File: src/rtl/pc_unit_pkg.sv
// Shared state encodings and default constants for the fetch PC unit.
package pc_unit_pkg;

    typedef enum logic [1:0] {
        ST_BOOT = 2'd0,
        ST_RUN  = 2'd1,
        ST_HALT = 2'd2
    } pc_state_t;

    localparam logic [63:0] DEF_RESET_VEC = 64'h0;
    localparam int unsigned DEF_STEP      = 4;

endpackage

File: src/rtl/pc_next_sel.sv
// Next-PC selection: trap > aligned redirect > misaligned redirect > accept > hold.
module pc_next_sel
    import pc_unit_pkg::*;
#(
    parameter int unsigned XLEN = 64,
    parameter int unsigned STEP = DEF_STEP
) (
    input  logic [XLEN-1:0] pc,
    input  logic            accept,
    input  logic            redirect_valid,
    input  logic [XLEN-1:0] redirect_target,
    input  logic            trap_valid,
    input  logic [XLEN-1:0] trap_epc,
    input  logic [XLEN-1:0] trap_vec,
    output logic [XLEN-1:0] next_pc,
    output logic            epc_load,
    output logic [XLEN-1:0] epc_val,
    output logic            misalign_set
);

    localparam int unsigned AW = $clog2(STEP);

    logic target_aligned;

    assign target_aligned = (redirect_target[AW-1:0] == '0);

    always_comb begin
        next_pc      = pc;
        epc_load     = 1'b0;
        epc_val      = '0;
        misalign_set = 1'b0;
        if (trap_valid) begin
            next_pc  = trap_vec;
            epc_load = 1'b1;
            epc_val  = trap_epc;
        end else if (redirect_valid && target_aligned) begin
            next_pc = redirect_target;
        end else if (redirect_valid) begin
            // Misaligned target becomes a trap that records the bad target.
            next_pc      = trap_vec;
            epc_load     = 1'b1;
            epc_val      = redirect_target;
            misalign_set = 1'b1;
        end else if (accept) begin
            next_pc = pc + XLEN'(STEP);
        end
    end

endmodule

File: src/rtl/pc_unit.sv
// Fetch PC register with BOOT/RUN/HALT control, epc capture and accepted-fetch counter.
module pc_unit
    import pc_unit_pkg::*;
#(
    parameter int unsigned     XLEN      = 64,
    parameter logic [XLEN-1:0] RESET_VEC = XLEN'(DEF_RESET_VEC),
    parameter int unsigned     STEP      = DEF_STEP,
    parameter int unsigned     CNT_W     = 32
) (
    input  logic             clk,
    input  logic             reset,
    input  logic             fetch_ready,
    input  logic             redirect_valid,
    input  logic [XLEN-1:0]  redirect_target,
    input  logic             trap_valid,
    input  logic [XLEN-1:0]  trap_epc,
    input  logic [XLEN-1:0]  trap_vec,
    input  logic             halt,
    output logic [XLEN-1:0]  pc,
    output logic             fetch_valid,
    output logic [XLEN-1:0]  epc,
    output logic             misalign,
    output logic [CNT_W-1:0] fetch_cnt
);

    pc_state_t       state, state_nxt;
    logic            accept;
    logic [XLEN-1:0] next_pc;
    logic            epc_load;
    logic [XLEN-1:0] epc_val;
    logic            misalign_set;

    assign fetch_valid = (state == ST_RUN);
    assign accept      = fetch_valid && fetch_ready;

    pc_next_sel #(
        .XLEN (XLEN),
        .STEP (STEP)
    ) u_sel (
        .pc              (pc),
        .accept          (accept),
        .redirect_valid  (redirect_valid),
        .redirect_target (redirect_target),
        .trap_valid      (trap_valid),
        .trap_epc        (trap_epc),
        .trap_vec        (trap_vec),
        .next_pc         (next_pc),
        .epc_load        (epc_load),
        .epc_val         (epc_val),
        .misalign_set    (misalign_set)
    );

    always_comb begin
        state_nxt = state;
        unique case (state)
            ST_BOOT, ST_RUN, ST_HALT: state_nxt = halt ? ST_HALT : ST_RUN;
            default:                  state_nxt = ST_BOOT;
        endcase
    end

    always_ff @(posedge clk) begin
        if (reset) begin
            state     <= ST_BOOT;
            pc        <= RESET_VEC;
            epc       <= '0;
            misalign  <= 1'b0;
            fetch_cnt <= '0;
        end else begin
            state    <= state_nxt;
            pc       <= next_pc;
            misalign <= misalign_set;
            if (epc_load) begin
                epc <= epc_val;
            end
            if (accept) begin
                fetch_cnt <= fetch_cnt + CNT_W'(1);
            end
        end
    end

endmodule

File: config.mk
export PLATFORM = sky130hd
export DESIGN_NAME = pc_unit
export DESIGN_NICKNAME = d
export VERILOG_FILES = /design/src/rtl/pc_unit_pkg.sv /design/src/rtl/pc_next_sel.sv /design/src/rtl/pc_unit.sv
export SDC_FILE = /design/constraint.sdc
export NUM_CORES = 1
export LEC_CHECK = 0
export ABC_AREA = 1
export CORE_MARGIN = 5
export CORE_UTILIZATION = 49
export CTS_CLUSTER_DIAMETER = 150
export DETAILED_ROUTE_END_ITERATION = 7
export GPL_TIMING_DRIVEN = 0
export PLACE_DENSITY = 0.88
export SLEW_MARGIN = 20
export SYNTH_ARGS = -nofsm -noshare
export SYNTH_HDL_FRONTEND = slang
export SYNTH_SLANG_ARGS = --single-unit
File: constraint.sdc
create_clock -name clk -period 3.95 [get_ports clk]
set_input_delay 0.395 -clock clk [delete_from_list [all_inputs] [get_ports clk]]
set_output_delay 0.395 -clock clk [all_outputs]
set_load 0.02 [all_outputs]
Yosys cells after proc, flatten, opt, wreduce, memory -nomap -nowiden
Cells that the tools add are included.
Storage, ports and cells
  flip-flop bits (word level): 163
  input bits: 198
  output and inout bits: 162
Operators by class
  add/subtract/negate cells: 2
  eq/ne operators: 2
  mux-type cells: 11
  bitwise operators: 1
  reduce and logical (&&, ||, !) cells: 8
Operators with widths (count)
  64-bit 2-to-1 mux: 7
  64-bit by 3-bit adder with 64-bit output, second input constant: 1
  32-bit by 1-bit adder with 32-bit output, second input constant: 1
  2-bit logical NOT: 2
  4-bit nonzero test: 1
  2-bit OR reduction: 2
  1-bit 2-to-1 mux: 3
  3-bit OR reduction: 1
  2-bit by 1-bit == test with 1-bit output, second input constant: 1
  2-bit == test, second input constant: 1
  1-bit logical AND: 2
  2-bit 2-to-1 mux: 1
  1-bit inverter: 1

Longest topological paths before layout
Gate-level depths: netlist (run 1).
  word-level depth: 6
  gate-level depth with buffers: 13
  gate-level depth less buffers: 13

Modules after synthesis
From an unflattened synthesis (run 1), not the netlist that was laid out.
Second synthesis, totals
  cell total of the unflattened synthesis: 1502
  area total of the unflattened synthesis: 9887.0 sq um
By module, submodules not included
  pc_unit: instances 1, cells each 777, area an instance 5918.2 sq um, sequential area each 3263.1 sq um
  pc_next_sel: instances 1, cells each 725, area an instance 3968.8 sq um, sequential area each 0.0 sq um

Worst setup path after synthesis (run 1)
Ideal clock, no wire load.
  path kind: reg2reg
  start: register fetch_cnt[1]
  end: register fetch_cnt[28]
  library setup time: 131 ps
  arrival: 1689 ps
  slack: 2130 ps
  stages on the path, launching flop included: 10
  period minus slack after synthesis: 1820 ps
  cells stage by stage: dfxtp_1 ha_1 nand3_1 nor2_4 nand2_1 nor2_1 and3_1 nand2_1 nor3_1 nor3b_2
Between the ends
  longest elaborated chain between the ends: 1
Ends and longest elaborated chain
  start: declaration: RTL line pc_unit.sv:23  | output logic [CNT_W-1:0] fetch_cnt
  start signal: assignment: RTL line pc_unit.sv:76  | fetch_cnt <= fetch_cnt + CNT_W'(1);
  32-bit by 1-bit adder with 32-bit output: RTL line pc_unit.sv:76
No other way between the ends.
A chain may end at the register's enable or synchronous reset.

Final worst setup path (run 1)
  start: input redirect_valid
  end: register epc[25]
Between the ends
  longest elaborated chain between the ends: 3
Ends and longest elaborated chain
  start: declaration: RTL line pc_unit.sv:13  | input logic redirect_valid,
  64-bit 2-to-1 mux, or another cell as far along: RTL line pc_next_sel.sv:38  | end else if (redirect_valid) begin
  64-bit 2-to-1 mux / 1-bit 2-to-1 mux (equally long branches)
  64-bit 2-to-1 mux / 1-bit 2-to-1 mux (equally long branches): RTL line pc_next_sel.sv:32  | if (trap_valid) begin
  end signal: assignment: RTL line pc_unit.sv:73  | epc <= epc_val;
  end: declaration: RTL line pc_unit.sv:21  | output logic [XLEN-1:0] epc,
Several ways; a longest one is shown, not always the timed one.

==> flow_summary.json, run 1 <==
{
  "netlist_instances": 1417,
  "port-buffer-count": 358,
  "cts.clk_slew.worst_paths_ns": 0.08,
  "multi_input_area_sq_um": 5590,
  "timing.final.crit_share_pct": 65.8,
  "max_freq_mhz": 385,
  "core_sq_um": 19300,
  "grt.overflow.total": 0,
  "cts_max_level": 4,
  "ys.warnings.count": 0,
  "cts_resized": 0,
  "rsz0062_at_grt": "false",
  "power.density_nw_per_um2": 334,
  "fin_util_pct": 72.6,
  "gp_congestion": 1.02,
  "post_cts_buffers": 0,
  "antenna_found_initial": 1,
  "pin_count": 360,
  "register_area_sq_um": 3260,
  "num_vias": 12410,
  "ctsHoldBuffers": 0,
  "worst-endpoint-arrival_ns": 2.92,
  "crit-reg2reg-launch": "pc[20]$_SDFFE_PP0P_",
  "dieArea_sq_um": 22300,
  "end_kind": "flop",
  "status": "complete, no violations",
  "period_needed_ns": 2.60,
  "async_reset_ff_share_pct": 0,
  "cp.required_ns": 4.27,
  "ant_nets": 0,
  "r2r_slack_ns": 1.68,
  "start_util_pct": 49.2,
  "hold_viol": 0,
  "syn_nets": 1617,
  "die_h_um": 149,
  "first_iter_violations": 1513,
  "power_mw": 4.68,
  "synth_area_per_cell_sq_um": 6.70,
  "synth_largest_area_cell": "dfxtp_1",
  "cts_sinks": 163,
  "slew_viol_final": 0,
  "drt_wl_total_mm": 46.8,
  "reg2reg_depth": 11,
  "r2r_end": "pc[62]$_SDFFE_PP0P_",
  "drtPass1Iterations": 6,
  "clk-insertion-delay-late_ns": 0.44,
  "critPathMaxFanout": 10,
  "synth_edf_count": 0,
  "hold_start": "trap_valid",
  "ys_ff_latch": 163,
  "vias_per_cell": 5.99,
  "final_nets": 1994,
  "hpwlAfterDp_mm": 36.6,
  "rows": 51,
  "ir_drop_mv": 0.296,
  "die_x_um": 149,
  "setup_violations": 0,
  "cts_buffers": 17,
  "cts_tree": "built",
  "wire_per_inst_um": 22.6,
  "grt_max_degree": 18,
  "tns_ns": 0,
  "drc": 0,
  "diodes": 0,
  "grt_pass1_vias": 11717,
  "cts-root-buf": "clkbuf_16",
  "hold_ws_ns": 0.393,
  "hold_class": "input pin to flop",
  "hold_depth": 4,
  "clk_path_buf_depth": 2,
  "drive_gt1_share_pct": 6.81,
  "whs_endpoint": "epc[0]$_SDFFE_PP0P_",
  "yosysTopAreaCellShare_pct": 34.4,
  "cp-start-kind": "input pin",
  "gr-usage-all-layers_pct": 40.1,
  "yosysUniqueCellTypes": 47,
  "synth_ff_type": "dfxtp_1",
  "synthToLayoutAreaGrowth_pct": 47.5,
  "cellLeakagePower_nw": 5.03,
  "slew_headroom_pct": 37.3,
  "path_class": "input pin to flop",
  "skew_ns": 0.0107,
  "synth_area_sq_um": 9490,
  "synthTopCellsByArea": "dfxtp_1, nand2_1, nor2_1",
  "grt_pass1_wl_mm": 68.0,
  "ys_seq_area_share_pct": 34.4,
  "tightest_slew_ns": 0.941,
  "n_fill_cell": 1670,
  "maxCapViolations": 0
}
-- final cells by class --
| class | instances | share of cell area, % |
|---|---|---|
| tap | 265 | 2.37 |
| buffer | 72 | 2.11 |
| sequential | 163 | 23.3 |
| inverter | 92 | 2.47 |
| clock inverter | 14 | 1.16 |
| clock buffer | 18 | 3.07 |
| timing repair buffer | 358 | 25.6 |
| multi-input combinational | 1090 | 39.9 |
-- metrics by stage --
step / area, sq um / cells / setup slack [ns]
2_1_floorplan: 9490 / 1417 / 2.13
3_3_place_gp: 13400 / 2040 / 1.06
3_5_place_dp: 13400 / 2040 / 1.03
4_1_cts: 14000 / 2072 / 1.48
5_1_grt: 14000 / 2072 / 1.38
6_report: 14000 / 2072 / 1.35
-- report_power, final --
part | internal, mW | switching [mW] | leakage (nW) | total [mW]
clock | 0.906 | 0.825 | 0.288 | 1.73
sequential | 1.75 | 0.132 | 1.34 | 1.88
combinational | 0.493 | 0.575 | 3.40 | 1.07
total | 3.14 | 1.53 | 5.03 | 4.68
-- critical path, cell delays in order --
cell and delay (ns):
clkdlybuf4s50_1 0.71, inv_2 0.07, nor2_2 0.43, inv_2 0.07
nand2_2 0.22, inv_2 0.22, clkbuf_1 0.36, a221oi_1 0.36
nor2_1 0.07
-- state kept, by name, summed over array words and instances (netlist names) --
register / count
epc: 64
pc: 64
fetch_cnt: 32
state: 2
misalign: 1
-- placed cells by master, fill, tap and decap left out, types with 17 or more instances in the layout --
cell,synthesis,final
nand2_1,410,410
buf_2,17,17
nand4_1,26,26
clkdlybuf4s50_1,0,358
a221oi_1,56,56
dfxtp_1,163,163
clkbuf_16,0,17
a31oi_1,43,43
clkbuf_1,52,53
nand3_1,34,34
o21ai_0,97,97
xor2_1,18,18
inv_1,84,84
nor3_1,17,17
a21oi_1,96,96
nor2_1,144,144
nor2_2,17,17
xnor2_1,20,20
-- synthesized netlist by cell type, drive strengths merged, types with 16 or more instances --
cell and number:
nand3 40, nand2 424, a22oi 16, inv 91, clkbuf 52, xor2 18
nand4 26, a21oi 97, nor3 21, dfxtp 163, buf 20, o21ai 110
a221oi 56, nor2 175, a31oi 43, xnor2 20
-- worst max path at each step --
stage | startpoint | endpoint | cells past startpoint
final | redirect_valid | epc[25]$_SDFFE_PP0P_ | 9
after global routing | redirect_valid | epc[25]$_SDFFE_PP0P_ | 9
after CTS | redirect_valid | epc[25]$_SDFFE_PP0P_ | 9
after detailed placement | redirect_valid | epc[25]$_SDFFE_PP0P_ | 9
after global placement | redirect_valid | epc[25]$_SDFFE_PP0P_ | 9
after floorplan | fetch_cnt[1]$_SDFFE_PP0P_ | fetch_cnt[28]$_SDFFE_PP0P_ | 9
-- per-layer routing --
layer / part of all wire, % / track usage, % / wire length, um
met1: 38 / 51.4 / 17600
met2: 45 / 63.7 / 21000
met3: 12 / 9.51 / 5680
met4: 5.4 / 19.5 / 2500
met5: 0.013 / 0 / 6
-- cells by family (layout without fill, tap and decap cells) --
kind of cell	after synthesis	after routing	share of synthesized area (%)
AO/OA/AOI/OAI	346	346	22.3
XOR/XNOR	38	38	3.51
adder cells (fa/ha/maj)	2	2	0.264
buffers and inverters	164	554	6.75
flip-flops	163	163	34.4
AND/OR/NAND/NOR	704	704	32.8
Power figures use the tool's default switching activity.
==> run 2: changes to the inputs <==
--- a/config.mk
+++ b/config.mk
@@ -7,11 +7,11 @@
 export LEC_CHECK = 0
 export ABC_AREA = 1
 export CORE_MARGIN = 5
-export CORE_UTILIZATION = 49
+export CORE_UTILIZATION = 45
 export CTS_CLUSTER_DIAMETER = 150
 export DETAILED_ROUTE_END_ITERATION = 7
 export GPL_TIMING_DRIVEN = 0
-export PLACE_DENSITY = 0.88
+export PLACE_DENSITY = 0.82
 export SLEW_MARGIN = 20
 export SYNTH_ARGS = -nofsm -noshare
 export SYNTH_HDL_FRONTEND = slang
==> constraint.sdc (replaced) <==
create_clock -name clk -period 2.65 [get_ports clk]
set_input_delay 0.265 -clock clk [delete_from_list [all_inputs] [get_ports clk]]
set_output_delay 0.265 -clock clk [all_outputs]
set_load 0.02 [all_outputs]
==> flow_summary.json, run 2 (same netlist as run 1, synthesis figures left out) <==
{
  "maxCapViolations": 0,
  "cts_max_level": 4,
  "ctsHoldBuffers": 0,
  "vias_per_cell": 5.88,
  "final_area_sq_um": 14100,
  "clk-insertion-delay-late_ns": 0.45,
  "grt_util_met2_pct": 59.8,
  "hold_ws_ns": 0.308,
  "start_util_pct": 45.4,
  "drt_wl_total_mm": 48.2,
  "drtPass1Iterations": 5,
  "crit_chain": "clkdlybuf4s50_1, inv_2, nor2_2, inv_2, nand2_2, inv_2, clkbuf_1, a221oi_1, nor2_1",
  "critPathSlowestCell": "clkdlybuf4s50_1",
  "port-buffer-count": 358,
  "worst-endpoint-arrival_ns": 2.83,
  "hold_class": "input pin to flop",
  "rsz0062_at_grt": "false",
  "slew_headroom_pct": 33.8,
  "num_vias": 12241,
  "crit_family": "buffers and inverters",
  "power_mw": 7.10,
  "cp.required_ns": 2.97,
  "ant_nets": 0,
  "period_needed_ns": 2.52,
  "timing.final.crit_share_pct": 95.0,
  "tightest_slew_ns": 0.993,
  "status": "complete, no violations",
  "pin_count": 360,
  "slowest_delay_ns": 0.68,
  "place_inst": 2050,
  "hpwlAfterDp_mm": 37.9,
  "largestRegisters": "epc: 64 flops, pc: 64 flops, fetch_cnt: 32 flops",
  "grt_max_degree": 20,
  "busiest_layer": "met2",
  "mostFrequentLayoutCells": "nand2_1, clkdlybuf4s50_1, dfxtp_1, nor2_1, o21ai_0",
  "final_common_cell": "nand2_1",
  "critPathMaxFanout": 10,
  "drive_gt1_share_pct": 6.86,
  "final_nets": 1994,
  "cpMostUsedCell": "inv_2",
  "die_h_um": 155,
  "gr-usage-all-layers_pct": 38.3,
  "synthToLayoutAreaGrowth_pct": 48.1,
  "cp-start-kind": "input pin",
  "grt.overflow.total": 0,
  "end_kind": "flop",
  "first_iter_violations": 1370,
  "cts_buffers": 17,
  "core_sq_um": 20900,
  "cts_sinks": 163,
  "place_area_sq_um": 13400,
  "post_cts_buffers": 0,
  "path_buf_inv": 5,
  "dieArea_sq_um": 24100,
  "slew_viol_final": 0,
  "skew_ns": 0.0120,
  "clk_path_buf_depth": 2,
  "rows": 53,
  "cts_tree": "built",
  "max_freq_mhz": 397,
  "fin_util_pct": 67.3,
  "drc": 0,
  "die_x_um": 155,
  "gp_congestion": 1.01,
  "diodes": 0,
  "grt_pass1_wl_mm": 70.2,
  "antenna_found_initial": 0,
  "cellLeakagePower_nw": 5.05,
  "power.density_nw_per_um2": 505,
  "cts.clk_slew.worst_paths_ns": 0.08,
  "grt_pass1_vias": 11800,
  "final_cells": 2082,
  "r2r_slack_ns": 0.31,
  "cts-root-buf": "clkbuf_16",
  "use_met3_pct": 9.37,
  "wire_per_inst_um": 23.2,
  "hold_viol": 0,
  "cts_resized": 0,
  "setup_violations": 0,
  "path_class": "input pin to flop",
  "grt_use_met1_pct": 50.1,
  "ir_drop_mv": 0.376
}
==> run 2: cell types whose count changed in the layout (fill, tap and decap cells not counted) <==
cell        delta
clkinv_8       +4
inv_8          -1
clkinvlp_4     -1
clkbuf_1       -1
clkinv_4       +1
inv_12         +1
inv_6          -3
==> run 2: final timing paths <==
check | startpoint | to | cells past startpoint
hold reg to reg | epc[53]$_SDFFE_PP0P_ | epc[53]$_SDFFE_PP0P_ | 2
setup / recovery | redirect_valid | epc[21]$_SDFFE_PP0P_ | 9
setup reg to reg | pc[16]$_SDFFE_PP0P_ | pc[62]$_SDFFE_PP0P_ | 11
hold / removal | trap_valid | epc[1]$_SDFFE_PP0P_ | 4
==> run 2: where the power goes <==
part	total [mW]	switching, mW	internal [mW]
Combinational	1.59	0.859	0.734
Sequential	2.80	0.200	2.60
Clock	2.70	1.32	1.38
==> run 2: through the flow <==
stage          setup WS (ns)  setup TNS [ns]
2_1_floorplan          0.830               0
3_3_place_gp          -0.181          -0.684
3_5_place_dp          -0.187           -1.29
4_1_cts                0.234               0
5_1_grt               0.0885               0
6_report               0.134               0
==> run 2: cell type report <==
class | instances | area, sq um
Tap cell | 275 | 344
Timing Repair Buffer | 358 | 3580
Fill cell | 1914 | 6840
Clock buffer | 17 | 425
Buffer | 72 | 295
Clock inverter | 15 | 208
Multi-Input combinational cell | 1090 | 5590
Inverter | 92 | 345
Sequential cell | 163 | 3260
==> run 2: worst register-to-register path: cells and delay by family (launching register included) <==
family | cells | cell delay (ns)
and+or+nand+nor | 9 | 1.43
DFF | 1 | 0.51
AOI/OAI and AO/OA | 2 | 0.27
==> run 2: layer usage <==
metal | vias up | share of wire, % | wire (um)
met2 | 780 | 45 | 21600
met3 | 137 | 11 | 5470
met1 | 5745 | 39 | 18800
met5 | - | 0 | 0
met4 | 0 | 4.7 | 2280
li1 | 5579 | - | -
